<file path="src/rtl/hs_pkg.sv">
// Shared encodings, protocol constants and sizing helper for the bundled-data
// handshake pipeline.
package hs_pkg;

    localparam int unsigned PH_2 = 2;
    localparam int unsigned PH_4 = 4;

    typedef enum logic {
        IN_IDLE = 1'b0,
        IN_WAIT = 1'b1
    } in_state_e;

    typedef enum logic {
        OUT_IDLE = 1'b0,
        OUT_REQ  = 1'b1
    } out_state_e;

    // Width of an occupancy counter able to hold 0..depth.
    function automatic int unsigned count_width(input int unsigned depth);
        return (depth < 1) ? 1 : $clog2(depth + 1);
    endfunction

endpackage

</file>
<file path="src/rtl/hs_sync_bit.sv">
// Reset-to-zero flop chain that brings one handshake level into the clk domain;
// a zero-length chain passes the input straight through.
module hs_sync_bit #(
    parameter int unsigned STAGES = 2
) (
    input  logic clk,
    input  logic rst,
    input  logic d,
    output logic q
);

    generate
        if (STAGES == 0) begin : g_bypass
            assign q = d;
        end else begin : g_sync
            logic [STAGES-1:0] sync_q;

            always_ff @(posedge clk or negedge rst) begin
                if (!rst) begin
                    sync_q <= '0;
                end else begin
                    sync_q[0] <= d;
                    for (int i = 1; i < int'(STAGES); i++) begin
                        sync_q[i] <= sync_q[i-1];
                    end
                end
            end

            assign q = sync_q[STAGES-1];
        end
    endgenerate

endmodule

</file>
<file path="src/rtl/hs_pipeline.sv">
// Bundled-data req/ack pipeline of DEPTH token stages with 2-/4-phase protocol
// selection, optional input synchronisers and occupancy status.
module hs_pipeline
    import hs_pkg::*;
#(
    parameter int unsigned WIDTH       = 3,
    parameter int unsigned DEPTH       = 4,
    parameter int unsigned PHASES      = 4,
    parameter int unsigned SYNC_STAGES = 2
) (
    input  logic                             clk,
    input  logic                             rst,
    input  logic                             req_in,
    output logic                             ack_out,
    input  logic [WIDTH-1:0]                 data_in,
    output logic                             req_out,
    input  logic                             ack_in,
    output logic [WIDTH-1:0]                 data_out,
    output logic [count_width(DEPTH)-1:0]    count,
    output logic                             empty,
    output logic                             full
);

    localparam int unsigned CW = count_width(DEPTH);

    logic req_s;
    logic ack_s;

    hs_sync_bit #(
        .STAGES (SYNC_STAGES)
    ) u_sync_req (
        .clk (clk),
        .rst (rst),
        .d   (req_in),
        .q   (req_s)
    );

    hs_sync_bit #(
        .STAGES (SYNC_STAGES)
    ) u_sync_ack (
        .clk (clk),
        .rst (rst),
        .d   (ack_in),
        .q   (ack_s)
    );

    logic [DEPTH-1:0] valid;
    logic [WIDTH-1:0] data [DEPTH];
    logic [DEPTH-1:0] move;
    logic             load;
    logic             pop;
    logic             free0;

    // Resolved head-first so a full pipe can shift every stage on a pop.
    always_comb begin
        move            = '0;
        move[DEPTH-1]   = pop;
        for (int k = int'(DEPTH) - 2; k >= 0; k--) begin
            move[k] = valid[k] & (~valid[k+1] | move[k+1]);
        end
    end

    assign free0 = ~valid[0] | move[0];

    for (genvar k = 0; k < DEPTH; k++) begin : g_stage
        logic             stage_valid_q;
        logic [WIDTH-1:0] stage_data_q;
        logic             fill;
        logic [WIDTH-1:0] fill_data;

        if (k == 0) begin : g_first
            assign fill      = load;
            assign fill_data = data_in;
        end else begin : g_rest
            assign fill      = move[k-1];
            assign fill_data = data[k-1];
        end

        always_ff @(posedge clk or negedge rst) begin
            if (!rst) begin
                stage_valid_q <= 1'b0;
                stage_data_q  <= '0;
            end else if (fill) begin
                stage_valid_q <= 1'b1;
                stage_data_q  <= fill_data;
            end else if (move[k]) begin
                stage_valid_q <= 1'b0;
            end
        end

        assign valid[k] = stage_valid_q;
        assign data[k]  = stage_data_q;
    end

    // Input side: accepts a token into stage 0 and drives ack_out.
    in_state_e in_state_q, in_state_d;
    logic      ack_out_q, ack_out_d;

    always_comb begin
        in_state_d = in_state_q;
        ack_out_d  = ack_out_q;
        load       = 1'b0;
        if (PHASES == PH_2) begin
            in_state_d = IN_IDLE;
            if ((req_s != ack_out_q) && free0) begin
                load      = 1'b1;
                ack_out_d = ~ack_out_q;
            end
        end else begin
            case (in_state_q)
                IN_IDLE: begin
                    if (req_s && free0) begin
                        load       = 1'b1;
                        ack_out_d  = 1'b1;
                        in_state_d = IN_WAIT;
                    end
                end
                IN_WAIT: begin
                    if (!req_s) begin
                        ack_out_d  = 1'b0;
                        in_state_d = IN_IDLE;
                    end
                end
                default: in_state_d = IN_IDLE;
            endcase
        end
    end

    // Output side: offers the head token and pops it on acknowledge.
    out_state_e out_state_q, out_state_d;
    logic       req_out_q, req_out_d;

    always_comb begin
        out_state_d = out_state_q;
        req_out_d   = req_out_q;
        pop         = 1'b0;
        case (out_state_q)
            OUT_IDLE: begin
                if (PHASES == PH_2) begin
                    if (valid[DEPTH-1] && (ack_s == req_out_q)) begin
                        req_out_d   = ~req_out_q;
                        out_state_d = OUT_REQ;
                    end
                end else if (valid[DEPTH-1] && !ack_s) begin
                    req_out_d   = 1'b1;
                    out_state_d = OUT_REQ;
                end
            end
            OUT_REQ: begin
                if (PHASES == PH_2) begin
                    if (ack_s == req_out_q) begin
                        pop         = 1'b1;
                        out_state_d = OUT_IDLE;
                    end
                end else if (ack_s) begin
                    req_out_d   = 1'b0;
                    pop         = 1'b1;
                    out_state_d = OUT_IDLE;
                end
            end
            default: out_state_d = OUT_IDLE;
        endcase
    end

    logic [CW-1:0] count_q, count_d;

    always_comb begin
        count_d = count_q;
        if (load && !pop) begin
            count_d = count_q + CW'(1);
        end else if (pop && !load) begin
            count_d = count_q - CW'(1);
        end
    end

    always_ff @(posedge clk or negedge rst) begin
        if (!rst) begin
            in_state_q  <= IN_IDLE;
            ack_out_q   <= 1'b0;
            out_state_q <= OUT_IDLE;
            req_out_q   <= 1'b0;
            count_q     <= '0;
        end else begin
            in_state_q  <= in_state_d;
            ack_out_q   <= ack_out_d;
            out_state_q <= out_state_d;
            req_out_q   <= req_out_d;
            count_q     <= count_d;
        end
    end

    assign ack_out  = ack_out_q;
    assign req_out  = req_out_q;
    assign data_out = data[DEPTH-1];
    assign count    = count_q;
    assign empty    = (count_q == '0);
    assign full     = (count_q == CW'(DEPTH));

endmodule

</file>
<file path="config.mk">
export PLATFORM = sky130hd
export DESIGN_NAME = hs_pipeline
export DESIGN_NICKNAME = d
export VERILOG_FILES = /design/src/rtl/hs_pkg.sv /design/src/rtl/hs_sync_bit.sv /design/src/rtl/hs_pipeline.sv
export SDC_FILE = /design/constraint.sdc
export NUM_CORES = 1
export LEC_CHECK = 0
export ABC_AREA = 1
export BUFFER_PORTS_ARGS = -buffer_cell sky130_fd_sc_hd__buf_2
export CAP_MARGIN = 20
export CORE_UTILIZATION = 45
export DETAILED_ROUTE_END_ITERATION = 12
export GPL_ROUTABILITY_DRIVEN = 0
export MAX_ROUTING_LAYER = met4
export PLACE_DENSITY = 0.66
export SYNTH_ARGS = -nofsm -noshare
export SYNTH_HDL_FRONTEND = slang
export SYNTH_SLANG_ARGS = --single-unit
</file>
<file path="constraint.sdc">
create_clock -name clk -period 3.1 [get_ports clk]
set_input_delay 0.31 -clock clk [delete_from_list [all_inputs] [get_ports clk]]
set_output_delay 0.31 -clock clk [all_outputs]
set_load 0.02 [all_outputs]
</file>
==> flow_metrics.py <==
metrics = {
    "sta": {
        "finalSetupViolations": 0,
        "fmax_mhz": 495,
        "rsz0062_at_grt": "false",
        "fin_crit_sh": 0.652,
        "drv_slew": 0,
        "fin_worst_skew_ns": 0.00615,
        "hold_viol_final": 0,
        "worst_pin_slew_ns": 0.575,
        "slew_headroom": 0.617,
        "setup_tns_ns": 0,
        "finalCriticalPeriod_ns": 2.02,
    },
    "grt": {
        "antenna_found_initial": 0,
        "grt_pass1_vias": 605,
        "grt_use_met1": 0.185,
        "track_usage": 0.147,
        "grt.overflow.total": 0,
        "use_met2": 0.213,
        "grt_max_degree": 28,
        "grt_pass1_wl_um": 2580,
        "met3_usage": 0.0364,
        "grt_busiest_layer": "met2",
    },
    "setup_path": {
        "required_ns": 3.33,
        "crit_fanout": 6,
        "crit_path_end_kind": "flip-flop",
        "arrival_ns": 2.25,
        "crit_type": "flip-flop to flip-flop",
        "start_kind": "flip-flop",
    },
    "clocking": {
        "numCtsBuffers": 3,
        "cts-resized-gates": 0,
        "cts.clk_slew.worst_paths_ns": 0.14,
        "clock-sinks": 27,
        "cts_setup_buffers": 0,
        "htreeDepth": 1,
        "cts_tree": "built",
        "clk_path_buf_depth": 2,
        "insertion_delay_ns": 0.32,
        "cts-root-buf": "clkbuf_4",
        "cts_hold_buf": 1,
    },
    "synthesis": {
        "syn_nets": 109,
        "syn_avg_cell_area_um2": 10.5,
        "yosys.cell_types.count": 17,
        "syn_area_mm2": 0.00105,
        "ys_seq_area_frac": 0.645,
        "ys_seq_elements": 27,
        "yosysWarnings": 0,
        "netlist_instances": 100,
    },
    "pwr": {
        "p_int_uw": 688,
        "p_sw_frac": 0.393,
        "peakVddDrop_mv": 0.600,
        "power_leakage_uw": 0.000635,
        "power_switching_uw": 445,
        "power_frac_clock": 0.132,
        "power_frac_seq": 0.512,
        "p_per_area_mw_per_mm2": 943,
        "comb_power_share": 0.355,
    },
    "layout": {
        "diodes": 0,
        "nNetsFinal": 131,
        "drive_above_1_share": 0.207,
        "layout.cells.non_filler": 149,
        "layout_commonest_cell": "nand2_1",
        "layout_common_cells": "28 x nand2_1, 27 x dfrtp_1, 16 x buf_2, 11 x inv_1, 7 x nand3_1",
        "syn_to_final_growth_pct": 14.8,
    },
    "worst_hold_path": {
        "hp-class": "primary input to flip-flop",
    },
    "floorplan": {
        "start_util": 0.473,
        "dieArea_mm2": 0.00252,
        "die_h_um": 50.2,
        "boundaryPins": 17,
        "rows": 17,
        "die_w_um": 50.2,
        "core-area_mm2": 0.00221,
    },
    "route": {
        "wl_per_cell_um": 9.96,
        "avgViaCountPerCell": 4.79,
        "drtIter0Drc": 16,
        "antenna_left": 0,
        "wirelength_um": 1480,
        "dr_total_vias": 713,
        "post-route-drc-count": 0,
        "first_pass_iters": 4,
    },
    "status": {
        "outcome": "completed",
    },
    "placement": {
        "dp.cells": 144,
        "numPortBuffers": 16,
        "hpwl_um": 1110,
    },
    "run": {
        "drv.max_cap_violation_count": 0,
    },
}
power by group through the flow:
stage | registers, µW | clock network [µW] | logic [µW]
floorplan | 635 | 0 | 240
global placement | 586 | 0 | 404
detailed placement | 590 | 0 | 408
CTS | 583 | 158 | 411
global route | 604 | 171 | 462
finish | 581 | 150 | 403
cells in the mapped netlist (all sizes together):
cell type,number,area (µm²)
nor3,2,10.0
o21bai,1,18.8
inv,11,41.3
o21ai,5,25.0
mux2,1,11.3
ha,1,12.5
nand3,7,35.0
dfrtp,27,676
nand2,30,118
xnor2,1,8.76
nor2,6,22.5
nand4,1,12.5
o31ai,1,7.51
a21oi,4,20.0
fa,1,20.0
xor2,1,8.76
path summary, 6_finish.rpt:
path | end | slack (ns) | startpoint | cells past startpoint
min in group asynchronous | count[2] | 0.49 | rst | 2
worst min register to register | u_sync_req.g_sync.sync_q[1] | 0.37 | u_sync_req.g_sync.sync_q[0] | 0
worst max register to register | count[1] | 1.08 | out_state_q | 8
worst min-delay path | u_sync_req.g_sync.sync_q[0] | 0.08 | req_in | 1
max in group asynchronous | g_stage[2].stage_data_q[0] | 2.22 | rst | 2
worst max-delay path | count[1] | 1.08 | out_state_q | 8
layer usage:
metal | routed length [µm] | vias to the layer above
met1 | 718 | 332
met3 | 54 | 4
met5 | 0 | -
met2 | 683 | 16
li1 | - | 361
met4 | 29 | 0
flip-flops by register name, summed over array words and instances, names as in the netlist:
signal	flops
ack_out	1
count	3
data_out	3
g_stage.stage_data_q	9
g_stage.stage_valid_q	4
in_state_q	1
out_state_q	1
req_out	1
u_sync_ack.g_sync.sync_q	2
u_sync_req.g_sync.sync_q	2
cell families (layout without fill, tap and decap cells):
family / count (synthesis) / after routing / synth area share
multiplexers: 1 / 1 / 0.0108
XOR/XNOR: 2 / 2 / 0.0167
AO/OA/AOI/OAI: 11 / 11 / 0.0681
AND/OR/NAND/NOR: 46 / 46 / 0.189
buffers and inverters: 11 / 32 / 0.0394
flip-flops: 27 / 27 / 0.645
adder cells (fa/ha/maj): 2 / 2 / 0.0311
worst max-delay path, cell delays in order (launching register included):
cell	delay, ns
dfrtp_1	0.43
nand2_2	0.13
nand4_2	0.15
o21bai_4	0.21
inv_1	0.06
ha_1	0.19
inv_1	0.09
fa_1	0.41
mux2_2	0.26
cell type report:
| class | count | area, µm² |
|---|---|---|
| clock inverters | 1 | 7.51 |
| clock buffers | 3 | 22.5 |
| well taps | 28 | 35.0 |
| flip-flops and latches | 27 | 676 |
| multi-input cells | 62 | 330 |
| fillers | 195 | 1010 |
| repair buffers | 17 | 90.1 |
| inverters | 11 | 41.3 |
metrics by stage:
step	power (µW)	util	area [µm²]	setup slack [ns]	hold slack, ns
final	1130	0.544	1200	1.08	0.0777
after CTS	1150	0.544	1200	1.06	0.0652
after floorplan	875	-	1050	1.20	0.0144
after detailed placement	998	0.525	1160	1.08	0.342
after global placement	990	0.525	1160	1.13	0.337
after global routing	1240	0.544	1200	0.919	0.0503
(Power assumes the default switching activity.)
